<file path="config.mk">
export PLATFORM = sky130hd
export DESIGN_NAME = fetch_flat
export DESIGN_NICKNAME = d
export VERILOG_FILES = /design/src/rtl/fetch_if.sv /design/src/rtl/fetch.sv /design/src/flat_wrapper.sv
export SDC_FILE = /design/constraint.sdc
export NUM_CORES = 1
export LEC_CHECK = 0
export ABC_AREA = 1
export CAP_MARGIN = 20
export CORE_ASPECT_RATIO = 1.25
export CORE_UTILIZATION = 50
export DETAILED_ROUTE_END_ITERATION = 10
export GPL_TIMING_DRIVEN = 0
export PLACE_DENSITY_LB_ADDON = 0.08
export SYNTH_ARGS = -nofsm -noshare
export SYNTH_HDL_FRONTEND = slang
export SYNTH_SLANG_ARGS = --single-unit
</file>
<file path="constraint.sdc">
create_clock -name clk -period 2.35 [get_ports clk]
set_input_delay 0.3525 -clock clk [delete_from_list [all_inputs] [get_ports clk]]
set_output_delay 0.3525 -clock clk [all_outputs]
set_load 0.05 [all_outputs]
</file>
<file path="src/rtl/fetch_if.sv">
// Instruction-bus types and the request/response interface between fetch and the instruction memory.
// The package also carries the F/D slot type shared with decode.
package fetch_pkg;
  typedef struct packed {
    logic        valid;
    logic [63:0] pc;
    logic [31:0] raw_instr;
  } fetch_data_t;

  typedef struct packed {
    logic        valid;
    logic [63:0] addr;
  } ibus_req_t;

  typedef struct packed {
    logic        addr_ok;
    logic        data_ok;
    logic [31:0] data;
  } ibus_resp_t;
endpackage

interface fetch_if;
  import fetch_pkg::*;

  ibus_req_t  ireq;
  ibus_resp_t iresp;

  modport master (output ireq, input iresp);
  modport slave  (input ireq, output iresp);
endinterface

</file>
<file path="src/rtl/fetch.sv">
// Instruction fetch stage: one outstanding bus request, a registered F/D slot and a one-word
// skid buffer so a response arriving while decode stalls is never lost.
module fetch
  import fetch_pkg::*;
#(
  parameter logic [63:0] PCINIT = 64'h8000_0000
) (
  input  logic        clk,
  input  logic        reset,
  fetch_if.master     ibus,
  input  logic        branch,
  input  logic [63:0] PCbranch,
  input  logic        stallF,
  output fetch_data_t dataF
);

  typedef enum logic [1:0] {
    ST_REQ  = 2'd0,
    ST_DROP = 2'd1,
    ST_HOLD = 2'd2
  } state_t;

  state_t      state_reg, state_next;
  logic [63:0] pc_reg, pc_next;
  logic [63:0] redirect_pc_reg, redirect_pc_next;
  logic [31:0] buf_instr_reg, buf_instr_next;
  fetch_data_t dataf_reg, dataf_next;

  logic        data_ok;
  logic [31:0] data;
  logic        accept;
  logic        redirect;
  logic        req_valid;
  logic        unused_addr_ok;

  assign data_ok        = ibus.iresp.data_ok;
  assign data           = ibus.iresp.data;
  assign unused_addr_ok = ibus.iresp.addr_ok;

  assign accept   = dataf_reg.valid && !stallF;
  assign redirect = accept && branch;

  // The request drops combinationally with reset so an abandoned transaction is not re-presented.
  assign req_valid = !reset && (state_reg != ST_HOLD);
  assign ibus.ireq = '{valid: req_valid, addr: pc_reg};
  assign dataF     = dataf_reg;

  always_ff @(posedge clk) begin
    if (reset) begin
      state_reg       <= ST_REQ;
      pc_reg          <= PCINIT;
      redirect_pc_reg <= '0;
      buf_instr_reg   <= '0;
      dataf_reg       <= '0;
    end else begin
      state_reg       <= state_next;
      pc_reg          <= pc_next;
      redirect_pc_reg <= redirect_pc_next;
      buf_instr_reg   <= buf_instr_next;
      dataf_reg       <= dataf_next;
    end
  end

  always_comb begin
    state_next       = state_reg;
    pc_next          = pc_reg;
    redirect_pc_next = redirect_pc_reg;
    buf_instr_next   = buf_instr_reg;
    dataf_next       = dataf_reg;

    case (state_reg)
      ST_REQ: begin
        if (redirect) begin
          dataf_next.valid = 1'b0;
          if (data_ok) begin
            pc_next = PCbranch;
          end else begin
            // The in-flight address must stay on the bus until its response is swallowed.
            redirect_pc_next = PCbranch;
            state_next       = ST_DROP;
          end
        end else if (data_ok) begin
          if (!dataf_reg.valid || accept) begin
            dataf_next = '{valid: 1'b1, pc: pc_reg, raw_instr: data};
            pc_next    = pc_reg + 64'd4;
          end else begin
            buf_instr_next = data;
            state_next     = ST_HOLD;
          end
        end else if (accept) begin
          dataf_next.valid = 1'b0;
        end
      end

      ST_DROP: begin
        dataf_next.valid = 1'b0;
        if (data_ok) begin
          pc_next    = redirect_pc_reg;
          state_next = ST_REQ;
        end
      end

      ST_HOLD: begin
        if (redirect) begin
          dataf_next.valid = 1'b0;
          pc_next          = PCbranch;
          state_next       = ST_REQ;
        end else if (accept) begin
          // pc still names the buffered word; it was not advanced when the word was parked.
          dataf_next = '{valid: 1'b1, pc: pc_reg, raw_instr: buf_instr_reg};
          pc_next    = pc_reg + 64'd4;
          state_next = ST_REQ;
        end
      end

      default: begin
        state_next = ST_REQ;
      end
    endcase
  end

endmodule

</file>
<file path="src/flat_wrapper.sv">
// flat-port wrapper written by rule: the top's interface ports become plain ports
module fetch_flat import fetch_pkg::*;
#(
  parameter logic [63:0] PCINIT = 64'h8000_0000
)
  (clk, reset, branch, PCbranch, stallF, dataF, ibus_ireq, ibus_iresp);
  fetch_if ibus_i ();
  input  logic clk;
  input  logic reset;
  input  logic branch;
  input  logic [63:0] PCbranch;
  input  logic stallF;
  output fetch_data_t dataF;
  output wire logic [$bits(ibus_i.ireq)-1:0] ibus_ireq;
  input wire logic [$bits(ibus_i.iresp)-1:0] ibus_iresp;
  assign ibus_ireq = ibus_i.ireq;
  assign ibus_i.iresp = ibus_iresp;
  fetch #(.PCINIT(PCINIT)) u_core (.clk(clk), .reset(reset), .ibus(ibus_i), .branch(branch), .PCbranch(PCbranch), .stallF(stallF), .dataF(dataF));
endmodule
</file>
==> impl_results.md, run 1 <==
- CP bufs+invs: 2
- Tcrit/Tclk final: 99.1%
- Post-Route WL: between 40000 and 50000 microns
- Max reg flops: 97
- Largest net degree at the start of global routing: 14
- Synthesized Nets: around 2000
- FILL cells: between 2000 and 2500
- Max-slew headroom: between 40% and 50%
- Fin crit period: roughly 2.3 ns
- Clock Path Buffers: 3
- # setup viols final: 0
- Synth Flop Type: dfxtp_1
- Post-synth top area share: about two fifths
- Yosys warns: 0
- Top cells by area, synth: dfxtp_1 40%, o21ai_0 9.8%, nand2_1 8.5%
- Met1 Resource Use GR: between 40% and 50%
- Sequential fraction of the synthesis area: 40.3%
- GR Layer Usage met2: 64.7%
- CP max FO: 5
- Post-detail-place hpwl: around 39000 microns
- Most frequent cells in the layout: 290 x nand2_1, 257 x dfxtp_1, 251 x o21ai_0
- WP data required: approximately 2.0 ns
- # clock sinks: 259
- Cell Pwr Density: roughly 1500 nW/um^2
- Max H-tree Level: 1
- Post-Synthesis Cells: approximately 1800
- Slowest cell delay on critical path: around 0.79 ns
- NumNets Final: between 2000 and 2500
- Die Y: about 180 microns
- Syn_area_per_cell: around 7.0 sq um
- Synthesized area: approximately 13000 sq um
- # Max-Cap Violations: 0
- Vias in the first global route: approximately 14000
- Kind of critical path: register to output pin
- Avg Vias per Cell: between 5 and 6
- Worst-Margin Slew: roughly 0.9 ns
- Worst Setup End Kind: output pin
- Drt drc: 0
- Count of different cell masters after synthesis: between 40 and 50
- Final Hold Fails: 0
- Top delay family on crit path: buffers and inverters
- DR pass1 iterations: 6
- Num CTS Buffers: 26
- DRT iter0 DRCs: about 1300
- ANT nets after route: 0
- Hold Path Class: input pin to register
- Total core area: between 20000 and 30000 sq um
- Initial Util: around 51%
- Pwr Total: approximately 26000 uW
- Area Overhead vs Synth: 30.9%
- Hold_sp: ibus_iresp[12]
- Run status: complete, no violations
- First-pass GRT wire length: ~75000 microns
- Worst r2r src: u_core.state_reg[1]$_SDFFE_PP0P_
- FP Rows: 65
- EDFF count, synth: 0
- Startpoint Class: register
- Clock Latency Late Sink: 0.55 ns
- Initial antenna violation count: 2
- CP max-delay cell: clkdlybuf4s50_1
- Commonest non-fill, non-tap cell in the layout: nand2_1
- Slew Limit Fails: 0
- Crit-path cells: buf_4, clkdlybuf4s50_1
- Dpl cell area: 15900 sq um
- IO buf count: about 260
- Max Fclk: between 0.4 and 0.5 GHz
- Post-synth ARST share: 0%
- Leak pwr: 0.00709 uW
- #FFs+latches synth: 259
- Wire per inst: a little under 20 microns
- Post-CTS Hold Fix Bufs: 0
- Final clock skew: 0.0179 ns
- Pre-CTS setup slack: -0.374 ns
- Vias: 14000
- Post-route cell area: 16800 sq um
- Die W: between 100 and 150 microns
- VDD IR max: roughly 890 uV
- Gr busiest metal: met2
- Setup Buffers After CTS: 0
- Critical path launch point: u_core.pc_reg[60]$_SDFFE_PP0P_
- M3 GR Usage: 6.33%
- I/O pins: between 200 and 300
- Cell taking the most area after synthesis: dfxtp_1
- Clock slew seen by the registers of the worst setup and hold paths: about 0.060 ns
- Share of post-route cells with drive strength above 1: slightly above 10%
- CP arrival: about 2.0 ns
- RD Place Congestion: a little under 1
- Final setup TNS: 0 ns
- CTS tree: yes
- GR Util All Layers: between 30% and 40%
- GR Overflow Total: 0
- Die area: ~26000 sq um
- Worst setup margin: 0.0211 ns
- RSZ-0062 raised after global routing: yes
- Root Driver: clkbuf_16
-- kinds of logic (layout without fill, tap and decap cells) --
group | after synthesis | after routing | synth area share [%]
AO/OA/AOI/OAI | 541 | 541 | 22.4
XOR/XNOR | 29 | 29 | 1.97
adder cells (fa/ha/maj) | 5 | 5 | 0.486
buffers and inverters | 343 | 652 | 12.6
flip-flops | 259 | 259 | 40.3
other | 0 | 1 | 0
AND/OR/NAND/NOR | 665 | 665 | 22.2
-- cell type report --
type	instances	area, sq um	area share, %
Tap cell	335	419	2.49
Sequential cell	259	5190	30.8
Timing Repair Buffer	262	2650	15.7
Inverter	166	626	3.71
Clock buffer	41	778	4.62
Multi-Input combinational cell	1240	6110	36.3
Clock inverter	6	57.6	0.342
Antenna cell	1	2.50	0.0149
Buffer	177	1020	6.04
-- final timing paths --
| path | to | cells after the start | slack (ns) |
|---|---|---|---|
| worst max-delay path | ibus_ireq[60] | 2 | 0.02 |
| worst min-delay path | u_core.buf_instr_reg[12]$_SDFFE_PP0N_ | 3 | 0.37 |
| worst max register to register | u_core.pc_reg[57]$_SDFFE_PP0P_ | 10 | 0.08 |
| worst min register to register | u_core.redirect_pc_reg[1]$_SDFFE_PP0P_ | 2 | 0.45 |
-- cell usage after synthesis, types with 23 or more instances --
cell type / number
nand2_1: 291
nor3_1: 38
a21oi_1: 179
buf_2: 33
nand3_1: 60
buf_4: 68
clkbuf_1: 66
a31oi_1: 57
nor2_1: 223
o21ai_0: 251
xor2_1: 23
inv_1: 151
dfxtp_1: 259
-- stage by stage --
step | std cells | utilization [%] | hold slack (ns)
after floorplan | 1842 | - | 0.425
after global placement | 2439 | 62.9 | 0.435
after detailed placement | 2439 | 62.9 | 0.445
after CTS | 2486 | 66.3 | 0.362
after global routing | 2486 | 66.6 | 0.399
final | 2487 | 66.6 | 0.366
-- worst min-delay path: stages --
cell and delay (ns):
clkdlybuf4s50_1 0.41, inv_1 0.05, a21oi_1 0.05
-- layer usage --
| layer | vias to the layer above | wire length, microns |
|---|---|---|
| met5 | - | 12 |
| met4 | 2 | 3070 |
| met3 | 157 | 4370 |
| met2 | 776 | 23600 |
| met1 | 6482 | 18400 |
| li1 | 6622 | - |
-- where the power goes --
| part | internal [uW] | leakage (uW) | switching, uW |
|---|---|---|---|
| Combinational | 4580 | 0.00456 | 9760 |
| Clock | 2370 | 0.000409 | 1800 |
| Sequential | 5770 | 0.00212 | 1400 |
-- timing repair --
action / CTS / global route
endpoints found under the setup margin: 105 / 55
cloned: 0 / 0
resized for setup: 24 / 31
(Power assumes the default switching activity.)
==> run 2: changes to the inputs <==
--- a/config.mk
+++ b/config.mk
@@ -6,9 +6,8 @@
 export NUM_CORES = 1
 export LEC_CHECK = 0
 export ABC_AREA = 1
-export CAP_MARGIN = 20
 export CORE_ASPECT_RATIO = 1.25
-export CORE_UTILIZATION = 50
+export CORE_UTILIZATION = 47
 export DETAILED_ROUTE_END_ITERATION = 10
 export GPL_TIMING_DRIVEN = 0
 export PLACE_DENSITY_LB_ADDON = 0.08
==> constraint.sdc (replaced) <==
create_clock -name clk -period 1.92 [get_ports clk]
set_input_delay 0.288 -clock clk [delete_from_list [all_inputs] [get_ports clk]]
set_output_delay 0.288 -clock clk [all_outputs]
set_load 0.05 [all_outputs]
==> run 2 against run 1 <==
The flow now finishes with violations (negative setup slack). Die area is 6.3% higher. Hold slack worse by 0.060 ns. Core utilization decreased by 0.77 points. Clock-buffer cell count is 8 lower. Flip-flop and latch count unchanged. Clock power is 25% higher. Worst setup slack worse by 0.048 ns. Register-to-register slack lost 0.06 ns. Final cell count up 1.2%. Combinational power is 30% higher. Routed wire length rose by 4.1%. First-iteration DRC count fell by 16%. Largest power group unchanged.
==> impl_results.md, run 2 (same netlist as run 1, synthesis figures left out) <==
- VDD IR max: 1210 uV
- Wire per inst: 20.4 microns
- # Max-Cap Violations: 0
- DRT iter0 DRCs: about 1100
- Leak pwr: approximately 0.0076 uW
- Avg Vias per Cell: around 5.6
- CTS tree: yes
- Hold Path Class: input pin to register
- Initial Util: between 40% and 50%
- CP max FO: 10
- Die W: approximately 150 microns
- Num CTS Buffers: 27
- Share of post-route cells with drive strength above 1: approximately a fifth
- # setup viols final: 1
- Max Fclk: between 0.5 and 0.6 GHz
- Dpl cell area: ~16000 sq um
- Clock Path Buffers: 3
- Tcrit/Tclk final: 101%
- GR Util All Layers: 36.0%
- Run status: complete, but fails checks
- Max-slew headroom: 50.2%
- RD Place Congestion: between 0.9 and 1
- Die Y: 187 microns
- Fin crit period: just under 2 ns
- Largest net degree at the start of global routing: 15
- Clock Latency Late Sink: between 0.5 and 0.6 ns
- Total core area: 26800 sq um
- FP Rows: 67
- Worst setup margin: -0.0266 ns
- Worst-Margin Slew: between 0.7 and 0.8 ns
- Max H-tree Level: 1
- Failing checks: negative setup slack
- Die area: ~28000 sq um
- Slew Limit Fails: 0
- I/O pins: approximately 260
- WP data required: roughly 1.6 ns
- IO buf count: 262
- Startpoint Class: register
- Kind of critical path: register to output pin
- Hold WS: approximately 0.31 ns
- CP arrival: 1.66 ns
- DR pass1 iterations: 6
- Vias in the first global route: roughly 14000
- ANT nets after route: 0
- Clock slew seen by the registers of the worst setup and hold paths: roughly 0.070 ns
- Area Overhead vs Synth: 37.2%
- GR Overflow Total: 0
- NumNets Final: about 2300
- Commonest non-fill, non-tap cell in the layout: nand2_1
- First-pass GRT wire length: between 70000 and 80000 microns
- Post-detail-place hpwl: 39300 microns
- Final clock skew: approximately 0.013 ns
- Cell Pwr Density: about 1900 nW/um^2
- Post-route cell area: approximately 18000 sq um
- Most frequent cells in the layout: 285 x nand2_1, 241 x o21ai_0, 212 x dfxtp_1
- Worst Setup End Kind: output pin
- # clock sinks: between 200 and 300
- Initial antenna violation count: 0
- Post-Route WL: roughly 51000 microns
- Vias: approximately 14000
- RSZ-0062 raised after global routing: yes
- Ant. Diodes: 0
- Max reg flops: 97
- Root Driver: clkbuf_16
- Final Hold Fails: 0
- Drt drc: 0
==> run 2: changes by cell type in the layout (fill, tap and decap cells not counted), sizes merged, moves of 2 or more <==
cell,delta
dlymetal6s2s,-15
buf,+21
clkbuf,-2
dlygate4sd2,+100
clkdlybuf4s15,+45
clkdlybuf4s50,-138
clkinv,+9
==> run 2: repair_timing <==
item                                    in CTS  in global routing
hold buffers                                 0                  0
pin swaps                                   12                 18
endpoints found under the hold margin        0                  0
buffers inserted                            14                  6
endpoints found under the setup margin     402                239
gates resized for setup                    372                151
cloned                                       1                  1
==> run 2: worst max-delay path: stages (launching register included) <==
cell       delay (ns)
dfxtp_4          0.37
inv_4            0.05
ha_4             0.16
buf_6            0.13
clkbuf_16        0.16
nor2_4           0.10
buf_8            0.15
==> run 2: report_power, final <==
| part | switching [uW] | leakage [uW] | total [uW] | internal, uW |
|---|---|---|---|---|
| registers | 1740 | 0.00214 | 8900 | 7160 |
| clock network | 2300 | 0.000428 | 5230 | 2930 |
| logic | 12600 | 0.00505 | 18600 | 6050 |
| total | 16600 | 0.00762 | 32700 | 16100 |
==> run 2: final timing paths <==
kind,slack [ns],cells past startpoint,startpoint,end
worst max-delay path,-0.03,6,u_core.state_reg[0]$_SDFFE_PP0P_,ibus_ireq[64]
worst min-delay path,0.31,3,ibus_iresp[11],u_core.buf_instr_reg[11]$_SDFFE_PP0N_
worst max register to register,0.02,6,u_core.state_reg[0]$_SDFFE_PP0P_,u_core.pc_reg[7]$_SDFFE_PP0P_
worst min register to register,0.46,2,u_core.redirect_pc_reg[0]$_SDFFE_PP0P_,u_core.redirect_pc_reg[0]$_SDFFE_PP0P_
==> run 2: metal layers <==
layer | GRT usage [%] | vias up | wire [microns]
met4 | 18.3 | 0 | 3000
li1 | - | 6663 | -
met1 | 42.5 | 6602 | 19900
met3 | 6.05 | 160 | 3890
met5 | 0 | - | 0
met2 | 62.0 | 698 | 24700
==> run 2: final cells by class <==
cell class	instances	area, sq um
Clock inverter	16	139
Buffer	175	1170
Sequential cell	259	5260
Inverter	166	656
Fill cell	2447	9160
Multi-Input combinational cell	1240	6510
Clock buffer	33	718
Tap cell	345	432
Timing Repair Buffer	284	2780
==> run 2: per-stage QoR <==
stage	util, %	setup TNS [ns]	cells	setup slack, ns	total power (uW)
finish	65.8	-0.0266	2518	-0.0266	32700
global route	65.8	-0.348	2518	-0.0624	34200
CTS	64.4	-0.150	2512	-0.150	31700
detailed placement	59.4	-131.92	2449	-0.795	26100
global placement	59.4	-123.89	2449	-0.753	25900
floorplan	-	0	1842	0.0264	19900
==> run 3: changes to the inputs <==
--- a/config.mk
+++ b/config.mk
@@ -7,6 +7,7 @@
 export LEC_CHECK = 0
 export ABC_AREA = 1
 export CORE_ASPECT_RATIO = 1.25
+export CORE_MARGIN = 2
 export CORE_UTILIZATION = 47
 export DETAILED_ROUTE_END_ITERATION = 10
 export GPL_TIMING_DRIVEN = 0
==> run 3 against run 2 <==
The flow still finishes with violations (negative setup slack). Non-clock buffer count fell by 4. Global-route usage decreased by 2.1 points. Critical path depth grew 4. Critical path type is now register to register. Highest routed layer is now met5.
==> impl_results.md, run 3 (same netlist as run 1, synthesis figures left out) <==
- Run status: complete, but fails checks
- Failing checks: negative setup slack
- Flop-to-flop setup slack: -0.02 ns
- Max H-tree Level: 1
- Max reg flops: 97
- Hold Path Class: input pin to register
- Post-detail-place hpwl: 39000 microns
- Hold WS: 0.297 ns
- I/O pins: approximately 260
- # clock sinks: roughly 260
- GR Util All Layers: 33.9%
- Wire per inst: 20.3 microns
- Worst r2r src: u_core.state_reg[1]$_SDFFE_PP0P_
- Num CTS Buffers: 27
- Clock Path Buffers: 3
- Die Y: approximately 190 microns
- Kind of critical path: register to register
- RSZ-0062 raised after global routing: yes
- CP max FO: 10
- Worst setup margin: -0.0244 ns
- RD Place Congestion: about 0.99
- IO buf count: between 200 and 300
- Max-slew headroom: 53.2%
- Hold_sp: ibus_iresp[15]
- Worst Setup End Kind: register
- Most frequent cells in the layout: 282 x nand2_1, 226 x o21ai_0, 212 x dfxtp_1
- Vias in the first global route: about 13000
- Slew Limit Fails: 0
- DR pass1 iterations: 8
- R2R depth: 10
- Max Fclk: slightly above 0.5 GHz
- Share of post-route cells with drive strength above 1: 19.7%
- Final clock skew: between 0.01 and 0.015 ns
- Startpoint Class: register
- Initial antenna violation count: 2
- CTS tree: yes
- Cell Pwr Density: around 1900 nW/um^2
- Finished Layout Cells: around 2500
- Post-Route WL: roughly 51000 microns
- Fin crit period: between 1.5 and 2 ns
- CP arrival: about 2.4 ns
- ANT nets after route: 0
- GR Overflow Total: 0
- Initial Util: ~48%
- NumNets Final: roughly 2300
- Post-CTS Hold Fix Bufs: 0
- Vias: 14000
- Die area: ~29000 sq um
- Final Hold Fails: 0
- Hold path endpoint: u_core.buf_instr_reg[15]$_SDFFE_PP0N_
- Tcrit/Tclk final: 101%
- Leak pwr: between 0.007 and 0.008 uW
- FP Rows: 67
- Final core occ: around two thirds
- Clock slew seen by the registers of the worst setup and hold paths: 0.06 ns
- CP max-delay cell: dfxtp_4
- Total core area: between 20000 and 30000 sq um
- Hold depth: 3
- Drt drc: 0
- DRT iter0 DRCs: between 1000 and 1500
- VDD IR max: ~1000 uV
- Post-route cell area: ~18000 sq um
- Worst-Margin Slew: about 0.70 ns
- Die W: 152 microns
- Reg2reg end: u_core.pc_reg[41]$_SDFFE_PP0P_
- Largest net degree at the start of global routing: 14
- Pre-CTS setup slack: -0.777 ns
- Placed cells: around 2400
- Clock Latency Late Sink: 0.56 ns
- Root Driver: clkbuf_16
- Area Overhead vs Synth: 37.7%
- Crit-path cells: inv_2, ha_4, inv_2, nor2_2, nor3_2, nand2_2, buf_8, buf_8, a211oi_4, a21oi_1
- # Max-Cap Violations: 0
- Avg Vias per Cell: approximately 5.6
- Commonest non-fill, non-tap cell in the layout: nand2_1
- Dpl cell area: 15900 sq um
- First-pass GRT wire length: roughly 77000 microns
- Slowest cell delay on critical path: approximately 0.37 ns
- WP data required: about 2.4 ns
- # setup viols final: 3
[run 3: cell types whose count changed in the layout (fill, tap and decap cells not counted), sizes merged]
| cell | previous run | this run |
|---|---|---|
| clkinvlp | 2 | 4 |
| dlygate4sd2 | 108 | 104 |
| bufbuf | 1 | 0 |
| clkinv | 14 | 9 |
| clkbuf | 105 | 118 |
| clkdlybuf4s15 | 45 | 48 |
| buf | 133 | 123 |
| diode | 0 | 1 |
| bufinv | 2 | 1 |
[run 3: worst max-delay path, delay by kind of cell, from the launching register on]
| kind | cells | cell delay [ns] |
|---|---|---|
| AOI/OAI and AO/OA | 2 | 0.38 |
| buffers and inverters | 4 | 0.50 |
| and+or+nand+nor | 3 | 0.36 |
| DFF | 1 | 0.37 |
| adders and majority gates | 1 | 0.19 |
[run 3: cell type report]
cell class	count	area (sq um)
Tap cell	345	432
Clock inverter	11	88.8
Clock buffer	38	787
Timing Repair Buffer	280	2690
Multi-Input combinational cell	1240	6590
Fill cell	2507	9180
Sequential cell	259	5260
Buffer	175	1220
Antenna cell	1	2.50
Inverter	166	669
Timing Repair inverter	1	5.00
[run 3: worst max-delay path by stage]
stage | startpoint | end | depth (start not counted)
floorplan | u_core.dataF[96]$_SDFFE_PP0P_ | u_core.redirect_pc_reg[52]$_SDFFE_PP0P_ | 9
global placement | reset | ibus_ireq[64] | 5
detailed placement | branch | u_core.dataF[94]$_SDFFE_PP0P_ | 8
CTS | u_core.state_reg[0]$_SDFFE_PP0P_ | ibus_ireq[64] | 7
global route | u_core.state_reg[1]$_SDFFE_PP0P_ | u_core.pc_reg[5]$_SDFFE_PP0P_ | 12
finish | u_core.state_reg[1]$_SDFFE_PP0P_ | u_core.pc_reg[41]$_SDFFE_PP0P_ | 10
[run 3: per-layer routing]
layer | up-vias | part of all wire [%] | global-route usage [%]
li1 | 6649 | - | -
met1 | 6502 | 38 | 40.3
met2 | 697 | 48 | 59.5
met3 | 148 | 8.7 | 6.25
met4 | 2 | 5.4 | 15.7
met5 | - | 0.022 | 0
[run 3: through the flow]
| stage | setup TNS (ns) | power [uW] |
|---|---|---|
| after floorplan | 0 | 19900 |
| after global placement | -120.78 | 25900 |
| after detailed placement | -124.98 | 26100 |
| after CTS | -0.354 | 31800 |
| after global routing | -1.29 | 34200 |
| final | -0.0415 | 32800 |
[run 3: report_power, final]
part	leakage (uW)	switching [uW]	internal [uW]
Clock	0.000434	2270	2980
Sequential	0.00214	1730	7170
Combinational	0.00503	12600	6080
[run 3: what timing repair did]
| item | CTS | global route |
|---|---|---|
| cloned | 1 | 1 |
| pin swaps | 11 | 13 |
| setup buffers | 10 | 7 |
| resized for setup | 388 | 198 |
| setup endpoints to repair | 399 | 256 |
